==> src/rtl/qci_handshake_mc_pkg.sv <==
// Shared types and constants for the multi-channel QCI handshake block.
// FSM state encoding, drop counter width and a saturating increment helper.
package qci_pkg;

  typedef enum logic [1:0] {
    QCI_IDLE     = 2'd0,
    QCI_WAIT_EPR = 2'd1,
    QCI_APPLY    = 2'd2
  } qci_state_t;

  localparam int DROP_W = 16;

  function automatic logic [DROP_W-1:0] sat_inc(input logic [DROP_W-1:0] v);
    return (v == '1) ? v : v + DROP_W'(1);
  endfunction

endpackage

==> src/rtl/qci_handshake_mc_if.sv <==
// Classical-in / correction-out bus of the QCI handshake block.
// master = instaweb RX side plus qhttp acceptor, slave = qci_handshake_mc.
interface qci_handshake_mc_if #(
  parameter int NCH    = 4,
  parameter int DATA_W = 8,
  parameter int CORR_W = 4
);
  localparam int CH_W = $clog2(NCH);

  // Handshake rule for both directions: a beat transfers on a rising edge where
  // valid && ready; a raised q_valid keeps q_corr/q_ch stable until it transfers
  // or is retired by the EPR-wait timeout. c_ready is a combinational !full[c_ch].
  logic [DATA_W-1:0] c_data;
  logic [CH_W-1:0]   c_ch;
  logic              c_valid;
  logic              c_ready;
  logic [CORR_W-1:0] q_corr;
  logic [CH_W-1:0]   q_ch;
  logic              q_valid;
  logic              q_ready;

  modport master (
    output c_data, c_ch, c_valid, q_ready,
    input  c_ready, q_corr, q_ch, q_valid
  );

  modport slave (
    input  c_data, c_ch, c_valid, q_ready,
    output c_ready, q_corr, q_ch, q_valid
  );

endinterface

==> src/rtl/qci_handshake_mc_chan_fifo.sv <==
// Per-channel synchronous FIFO; extra pointer MSB separates full from empty.
// Reset clears only the pointers, which discards all buffered entries at once.
module qci_chan_fifo #(
  parameter int  DATA_W = 8,
  parameter int  DEPTH  = 16,
  localparam int PTR_W  = $clog2(DEPTH)
) (
  input  logic              clk,
  input  logic              rst_n,
  input  logic              push,
  input  logic              pop,
  input  logic [DATA_W-1:0] wdata,
  output logic              full,
  output logic              empty,
  output logic [DATA_W-1:0] head,
  output logic [PTR_W:0]    count
);

  logic [DATA_W-1:0] mem_q [DEPTH];
  logic [PTR_W:0]    wr_ptr_q, wr_ptr_d;
  logic [PTR_W:0]    rd_ptr_q, rd_ptr_d;
  logic              do_push, do_pop;

  assign do_push = push && !full;
  assign do_pop  = pop && !empty;

  always_comb begin
    wr_ptr_d = wr_ptr_q;
    rd_ptr_d = rd_ptr_q;
    if (do_push) wr_ptr_d = wr_ptr_q + (PTR_W+1)'(1);
    if (do_pop)  rd_ptr_d = rd_ptr_q + (PTR_W+1)'(1);
  end

  always_ff @(posedge clk or negedge rst_n) begin
    if (!rst_n) begin
      wr_ptr_q <= '0;
      rd_ptr_q <= '0;
    end else begin
      wr_ptr_q <= wr_ptr_d;
      rd_ptr_q <= rd_ptr_d;
    end
  end

  always_ff @(posedge clk) begin
    if (do_push) mem_q[wr_ptr_q[PTR_W-1:0]] <= wdata;
  end

  assign empty = (wr_ptr_q == rd_ptr_q);
  assign full  = (wr_ptr_q[PTR_W] != rd_ptr_q[PTR_W]) &&
                 (wr_ptr_q[PTR_W-1:0] == rd_ptr_q[PTR_W-1:0]);
  assign count = wr_ptr_q - rd_ptr_q;
  assign head  = mem_q[rd_ptr_q[PTR_W-1:0]];

endmodule

==> src/rtl/qci_handshake_mc.sv <==
// Multi-channel QCI handshake: per-channel FIFOs, round-robin grant onto one
// correction port, EPR-wait timeout with saturating drop accounting.
module qci_handshake_mc
  import qci_pkg::*;
#(
  parameter int  NCH     = 4,
  parameter int  DATA_W  = 8,
  parameter int  CORR_W  = 4,
  parameter int  DEPTH   = 16,
  parameter int  TIMEOUT = 1024,
  localparam int CH_W    = $clog2(NCH),
  localparam int PTR_W   = $clog2(DEPTH),
  localparam int TMR_W   = $clog2(TIMEOUT)
) (
  input  logic                     clk,
  input  logic                     rst_n,
  qci_handshake_mc_if.slave        bus,
  output logic [NCH-1:0]           sync_pulse,
  output logic [NCH-1:0]           timeout_err,
  output logic [NCH*(PTR_W+1)-1:0] occupancy,
  output logic [DROP_W-1:0]        drop_count,
  output qci_state_t               state_dbg
);

  logic [NCH-1:0]    full, empty, push, pop;
  logic [DATA_W-1:0] head [NCH];
  logic [NCH-1:0]    unused_head_par;
  logic              pop_en;

  qci_state_t        state_q, state_d;
  logic              q_valid_q, q_valid_d;
  logic [CORR_W-1:0] q_corr_q, q_corr_d;
  logic [CH_W-1:0]   q_ch_q, q_ch_d;
  logic [CH_W-1:0]   rr_q, rr_d;
  logic [TMR_W-1:0]  timer_q, timer_d;
  logic [NCH-1:0]    sync_q, sync_d;
  logic [NCH-1:0]    tout_q, tout_d;
  logic [DROP_W-1:0] drop_q, drop_d;

  logic              grant_valid;
  logic [CH_W-1:0]   grant_ch;
  logic [CH_W-1:0]   cand;

  for (genvar i = 0; i < NCH; i++) begin : g_ch
    assign push[i] = bus.c_valid && !full[i] && (bus.c_ch == CH_W'(i));
    assign pop[i]  = pop_en && (q_ch_q == CH_W'(i));
    // Only the low CORR_W payload bits feed the correction port.
    assign unused_head_par[i] = ^head[i];

    qci_chan_fifo #(
      .DATA_W (DATA_W),
      .DEPTH  (DEPTH)
    ) u_fifo (
      .clk   (clk),
      .rst_n (rst_n),
      .push  (push[i]),
      .pop   (pop[i]),
      .wdata (bus.c_data),
      .full  (full[i]),
      .empty (empty[i]),
      .head  (head[i]),
      .count (occupancy[i*(PTR_W+1) +: (PTR_W+1)])
    );
  end

  assign bus.c_ready = !full[bus.c_ch];

  // Scan from the farthest candidate back to rr_q so the nearest non-empty
  // channel at or after the round-robin pointer is the one left standing.
  always_comb begin
    grant_valid = 1'b0;
    grant_ch    = rr_q;
    cand        = rr_q;
    for (int k = NCH - 1; k >= 0; k--) begin
      cand = rr_q + CH_W'(k);
      if (!empty[cand]) begin
        grant_valid = 1'b1;
        grant_ch    = cand;
      end
    end
  end

  always_comb begin
    state_d   = state_q;
    q_valid_d = q_valid_q;
    q_corr_d  = q_corr_q;
    q_ch_d    = q_ch_q;
    rr_d      = rr_q;
    timer_d   = timer_q;
    drop_d    = drop_q;
    sync_d    = '0;
    tout_d    = '0;
    pop_en    = 1'b0;
    unique case (state_q)
      QCI_IDLE: begin
        if (grant_valid) begin
          q_ch_d    = grant_ch;
          q_corr_d  = head[grant_ch][CORR_W-1:0];
          q_valid_d = 1'b1;
          timer_d   = '0;
          state_d   = QCI_WAIT_EPR;
        end
      end
      QCI_WAIT_EPR: begin
        // An accept on the expiry cycle still counts as an accept.
        if (bus.q_ready) begin
          pop_en         = 1'b1;
          sync_d[q_ch_q] = 1'b1;
          q_valid_d      = 1'b0;
          state_d        = QCI_APPLY;
        end else if (timer_q == TMR_W'(TIMEOUT - 1)) begin
          pop_en         = 1'b1;
          tout_d[q_ch_q] = 1'b1;
          drop_d         = sat_inc(drop_q);
          q_valid_d      = 1'b0;
          state_d        = QCI_APPLY;
        end else begin
          timer_d = timer_q + TMR_W'(1);
        end
      end
      QCI_APPLY: begin
        rr_d    = q_ch_q + CH_W'(1);
        state_d = QCI_IDLE;
      end
      default: state_d = QCI_IDLE;
    endcase
  end

  always_ff @(posedge clk or negedge rst_n) begin
    if (!rst_n) begin
      state_q   <= QCI_IDLE;
      q_valid_q <= 1'b0;
      q_corr_q  <= '0;
      q_ch_q    <= '0;
      rr_q      <= '0;
      timer_q   <= '0;
      sync_q    <= '0;
      tout_q    <= '0;
      drop_q    <= '0;
    end else begin
      state_q   <= state_d;
      q_valid_q <= q_valid_d;
      q_corr_q  <= q_corr_d;
      q_ch_q    <= q_ch_d;
      rr_q      <= rr_d;
      timer_q   <= timer_d;
      sync_q    <= sync_d;
      tout_q    <= tout_d;
      drop_q    <= drop_d;
    end
  end

  assign bus.q_valid = q_valid_q;
  assign bus.q_corr  = q_corr_q;
  assign bus.q_ch    = q_ch_q;
  assign sync_pulse  = sync_q;
  assign timeout_err = tout_q;
  assign drop_count  = drop_q;
  assign state_dbg   = state_q;

endmodule

==> src/flat_wrapper.sv <==
// flat-port wrapper written by rule: the top's interface ports become plain ports
module qci_handshake_mc_flat import qci_pkg::*;
#(
  parameter int  NCH     = 4,
  parameter int  DATA_W  = 8,
  parameter int  CORR_W  = 4,
  parameter int  DEPTH   = 16,
  parameter int  TIMEOUT = 1024,
  localparam int CH_W    = $clog2(NCH),
  localparam int PTR_W   = $clog2(DEPTH),
  localparam int TMR_W   = $clog2(TIMEOUT)
)
  (clk, rst_n, sync_pulse, timeout_err, occupancy, drop_count, state_dbg, bus_c_data, bus_c_ch, bus_c_valid, bus_q_ready, bus_c_ready, bus_q_corr, bus_q_ch, bus_q_valid);
  qci_handshake_mc_if #(.NCH(NCH), .DATA_W(DATA_W), .CORR_W(CORR_W)) bus_i ();
  input  logic clk;
  input  logic rst_n;
  output logic [NCH-1:0] sync_pulse;
  output logic [NCH-1:0] timeout_err;
  output logic [NCH*(PTR_W+1)-1:0] occupancy;
  output logic [DROP_W-1:0] drop_count;
  output qci_state_t state_dbg;
  input wire logic [$bits(bus_i.c_data)-1:0] bus_c_data;
  input wire logic [$bits(bus_i.c_ch)-1:0] bus_c_ch;
  input wire logic [$bits(bus_i.c_valid)-1:0] bus_c_valid;
  input wire logic [$bits(bus_i.q_ready)-1:0] bus_q_ready;
  output wire logic [$bits(bus_i.c_ready)-1:0] bus_c_ready;
  output wire logic [$bits(bus_i.q_corr)-1:0] bus_q_corr;
  output wire logic [$bits(bus_i.q_ch)-1:0] bus_q_ch;
  output wire logic [$bits(bus_i.q_valid)-1:0] bus_q_valid;
  assign bus_i.c_data = bus_c_data;
  assign bus_i.c_ch = bus_c_ch;
  assign bus_i.c_valid = bus_c_valid;
  assign bus_i.q_ready = bus_q_ready;
  assign bus_c_ready = bus_i.c_ready;
  assign bus_q_corr = bus_i.q_corr;
  assign bus_q_ch = bus_i.q_ch;
  assign bus_q_valid = bus_i.q_valid;
  qci_handshake_mc #(.NCH(NCH), .DATA_W(DATA_W), .CORR_W(CORR_W), .DEPTH(DEPTH), .TIMEOUT(TIMEOUT)) u_core (.clk(clk), .rst_n(rst_n), .bus(bus_i), .sync_pulse(sync_pulse), .timeout_err(timeout_err), .occupancy(occupancy), .drop_count(drop_count), .state_dbg(state_dbg));
endmodule
==> config.mk <==
export PLATFORM = sky130hd
export DESIGN_NAME = qci_handshake_mc_flat
export DESIGN_NICKNAME = d
export VERILOG_FILES = /design/src/rtl/qci_handshake_mc_pkg.sv /design/src/rtl/qci_handshake_mc_if.sv /design/src/rtl/qci_handshake_mc_chan_fifo.sv /design/src/rtl/qci_handshake_mc.sv /design/src/flat_wrapper.sv
export SDC_FILE = /design/constraint.sdc
export NUM_CORES = 1
export LEC_CHECK = 0
export CORE_MARGIN = 4
export CORE_UTILIZATION = 35
export DETAILED_ROUTE_END_ITERATION = 10
export DONT_BUFFER_PORTS = 1
export SYNTH_ARGS = -nofsm -noshare
export SYNTH_HDL_FRONTEND = slang
export SYNTH_SLANG_ARGS = --single-unit
export TNS_END_PERCENT = 100
==> constraint.sdc <==
create_clock -name clk -period 8 [get_ports clk]
set_clock_uncertainty 0.15 [all_clocks]
set_input_delay 0.4 -clock clk [delete_from_list [all_inputs] [get_ports clk]]
set_output_delay 0.4 -clock clk [all_outputs]
set_load 0.005 [all_outputs]
==> results.json <==
{
  "wirelength_microns": 31400,
  "antenna-diode-count": 0,
  "cts.reportedPaths.clkPinSlew_ns": 0.06,
  "tcrit_tclk_final_pct": 48.5,
  "finish.cell_count_without_fillers": 1552,
  "layout_common_cells": "256 x sky130_fd_sc_hd__edfxtp_1, 85 x sky130_fd_sc_hd__dfrtp_1, 64 x sky130_fd_sc_hd__mux4_2",
  "coreArea_sq_mm": 0.0430,
  "yosys_warnings": 0,
  "critical_path.max_stage_delay_ns": 1.00,
  "worstSkewPairLatency_ns": 0.51,
  "tightest_slew_ns": 1.04,
  "cts_root_buf": "sky130_fd_sc_hd__clkbuf_16",
  "cts.sink_count": 341,
  "hold_viol": 0,
  "slowest_stage": "sky130_fd_sc_hd__dfrtp_1",
  "post_synthesis_share_of_cell_area_spent_on_full_adders_half_adders_and_majority_gates_pct": 3.99,
  "rsz_0062_raised_after_global_routing": "false",
  "synth_top_area_cell": "sky130_fd_sc_hd__edfxtp_1",
  "synth-seq-cells": 341,
  "post_route_cells_drive_above_1_share_pct": 15.5,
  "final_util_pct": 39.6,
  "synth.area.mux_share_pct": 12.6,
  "drt_first_pass_iters": 4,
  "via_count": 7774,
  "portion_of_synthesized_cell_area_occupied_by_the_leading_cell_type_pct": 50.6,
  "layout.cells.most_common": "sky130_fd_sc_hd__edfxtp_1",
  "synth-edff-count": 256,
  "timing.critical_path.to_type": "flip-flop",
  "syn-cell-area_sq_mm": 0.0152,
  "synthSimpleGateAreaFrac_pct": 7.75,
  "synth_top_cells_by_area": "sky130_fd_sc_hd__edfxtp_1 51%, sky130_fd_sc_hd__dfrtp_1 14%, sky130_fd_sc_hd__mux4_2 9.5%, sky130_fd_sc_hd__ha_1 3.5%, sky130_fd_sc_hd__xnor2_1 3.3%",
  "portion_of_the_post_synthesis_area_used_by_sequential_elements_pct": 64.6,
  "synth_fp_nets": 984,
  "vdd_ir_drop_max_uv": 149,
  "synth_xor_xnor_area_share_pct": 4.27,
  "synth_top_flop_cell": "sky130_fd_sc_hd__edfxtp_1",
  "slew_headroom_pct": 30.5,
  "cts_tree": "done",
  "hp-class": "input pin to flip-flop",
  "numPortBuffers": 0,
  "remaining_drc_errors": 0,
  "routed_via_density": 5.01,
  "worst_path_cell_trace": "inv_1 -> ha_1 -> and4_1 -> a211oi_2 -> nand2_1 -> nor3_1",
  "setup-tns-final_ns": 0,
  "detail-route-antenna-nets": 0,
  "hpwlAfterDp_microns": 20800,
  "floorplan.die.width_microns": 216,
  "status": "complete, no violations",
  "power.density_mw_per_mm2": 341,
  "routedWlPerCell_microns": 20.3,
  "postCtsResizedCells": 0,
  "post-place-cells": 1478,
  "via_count_of_the_first_global_routing_pass": 7944,
  "tritoncts.num_buffers": 36,
  "flow.area_growth_from_synthesis_pct": 12.1,
  "post_synth_num_cell_types": 71,
  "finalNetCount": 1001,
  "htree_num_levels": 2,
  "hold_buffers": 10,
  "post_cts_buffers": 0,
  "synth-compound-area-share_pct": 4.11,
  "antenna_found_initial": 0,
  "initial_core_util_pct": 35.4,
  "synth_top_family_by_area": "multiplexers",
  "synth_async_sr_flop_share_pct": 24.9,
  "timing.setup.critical_path_class": "flip-flop to flip-flop",
  "fmax_mhz": 258,
  "synthesis.instances": 924,
  "worst_case_clock_buffer_depth": 3,
  "grt-ovfl-total": 0,
  "critical_path_peak_fanout": 20,
  "die_height_microns": 216,
  "fp-row-count": 76,
  "fp.dieArea_sq_mm": 0.0468,
  "max_cap_viol_count": 0,
  "worst_ep_required_ns": 7.99,
  "grt_first_pass_wirelength_microns": 49000,
  "global_route.usage.total_pct": 13.4,
  "finalSetupViolCount": 0,
  "maximum_number_of_pins_on_one_net_before_global_route_repair": 86,
  "num_io_pins": 68,
  "setup.worst_path.start_class": "flip-flop",
  "syn-mean-instance-area_sq_um": 16.4,
  "maxSlewViolCount": 0,
  "final_period_minus_worst_setup_slack_ns": 3.88,
  "worst_ep_arrival_time_ns": 3.87,
  "power.static_leakage_nw": 6.07,
  "finalWeightedCongestion": 0.798,
  "drt_iter0_markers": 511
}
-- power breakdown --
| part | total (mW) | switching (mW) | internal, mW |
|---|---|---|---|
| clock | 1.62 | 0.663 | 0.955 |
| sequential | 2.36 | 0.305 | 2.06 |
| combinational | 1.82 | 0.970 | 0.850 |
-- critical path: cells and delay by family (launching register included) --
kind | cells | cell delay [ns]
flip-flops | 1 | 1.00
AND/OR/NAND/NOR | 3 | 1.20
adder cells (fa/ha/maj) | 1 | 0.35
AO/OA/AOI/OAI | 1 | 0.63
buffers and inverters | 1 | 0.17
-- synth_stat cells, types with 3 or more instances --
cell,instances
sky130_fd_sc_hd__mux2i_1,5
sky130_fd_sc_hd__inv_1,43
sky130_fd_sc_hd__buf_1,5
sky130_fd_sc_hd__xnor2_1,57
sky130_fd_sc_hd__dfrtp_1,85
sky130_fd_sc_hd__mux4_1,15
sky130_fd_sc_hd__nand2b_1,5
sky130_fd_sc_hd__edfxtp_1,256
sky130_fd_sc_hd__a21o_1,9
sky130_fd_sc_hd__clkinv_1,3
sky130_fd_sc_hd__and3_1,9
sky130_fd_sc_hd__nor3_1,8
sky130_fd_sc_hd__mux4_2,64
sky130_fd_sc_hd__o31ai_1,5
sky130_fd_sc_hd__clkbuf_2,4
sky130_fd_sc_hd__o21ai_0,15
sky130_fd_sc_hd__nand4_1,22
sky130_fd_sc_hd__a21oi_1,12
sky130_fd_sc_hd__buf_6,9
sky130_fd_sc_hd__a21bo_1,3
sky130_fd_sc_hd__and4_1,6
sky130_fd_sc_hd__ha_1,42
sky130_fd_sc_hd__and3b_1,4
sky130_fd_sc_hd__a211oi_1,4
sky130_fd_sc_hd__fa_1,4
sky130_fd_sc_hd__o211ai_1,3
sky130_fd_sc_hd__nand2_1,56
sky130_fd_sc_hd__buf_2,5
sky130_fd_sc_hd__xor2_1,17
sky130_fd_sc_hd__nand3_1,11
sky130_fd_sc_hd__a2111oi_2,4
sky130_fd_sc_hd__clkbuf_1,8
sky130_fd_sc_hd__and2_1,37
sky130_fd_sc_hd__nor2_1,46
-- area by class of cell --
class | count | area [sq um]
clock inverters | 18 | 169
well taps | 585 | 732
fillers | 3964 | 25900
repair buffers | 13 | 210
multi-input cells | 503 | 4960
clock buffers | 46 | 970
flip-flops and latches | 341 | 9810
inverters | 46 | 173
-- registers in the layout, summed over array words and instances (netlist names) --
name                         count
u_core.bus.q_ch                  2
u_core.bus.q_corr                4
u_core.bus.q_valid               1
u_core.drop_count               16
u_core.g_ch.u_fifo.mem_q       256
u_core.g_ch.u_fifo.rd_ptr_q     20
u_core.g_ch.u_fifo.wr_ptr_q     20
u_core.rr_q                      2
u_core.state_dbg                 2
u_core.sync_pulse                4
u_core.timeout_err               4
u_core.timer_q                  10
-- per-layer routing --
layer  part of all wire (%)  track usage [%]  up-vias
met5                      0                0        -
met4                    2.2             3.56        0
met3                    6.5             3.38       43
met2                     46             21.0      195
met1                     45             18.9     3975
li1                       -                -     3561
-- worst paths after layout --
path | cells past startpoint | slack, ns | start | endpoint
worst max-delay path | 6 | 4.12 | u_core.g_ch[1].u_fifo.rd_ptr_q[1] | u_core.g_ch[1].u_fifo.mem_q[3][1]
worst min-delay path | 3 | 0.05 | bus_c_valid | u_core.g_ch[2].u_fifo.wr_ptr_q[0]
worst max register to register | 6 | 4.12 | u_core.g_ch[1].u_fifo.rd_ptr_q[1] | u_core.g_ch[1].u_fifo.mem_q[3][1]
worst min register to register | 1 | 0.37 | u_core.g_ch[1].u_fifo.rd_ptr_q[3] | u_core.g_ch[1].u_fifo.rd_ptr_q[3]
max in group asynchronous | 2 | 7.03 | rst_n | u_core.g_ch[1].u_fifo.wr_ptr_q[1]
min in group asynchronous | 2 | 0.30 | rst_n | u_core.g_ch[2].u_fifo.wr_ptr_q[0]
-- logic make-up (layout without fill, tap and decap cells) --
group           count (synthesis)  count (layout)
compound gates                 77              77
xor+xnor                       74              74
fa+ha+maj                      46              46
buf+inv                        80             123
flops                         341             341
mux                            86              86
simple gates                  220             220
-- stage by stage --
step	hold WS (ns)	total power [mW]	setup slack (ns)	area, sq um
2_1_floorplan	-0.0456	3.73	4.97	15200
3_3_place_gp	-0.0419	4.19	4.28	15700
3_5_place_dp	-0.0416	4.21	4.16	15700
4_1_cts	0.0261	5.89	4.14	17000
5_1_grt	0.0571	6.14	3.88	17000
6_report	0.0502	5.80	4.12	17000
(Power assumes the default switching activity.)
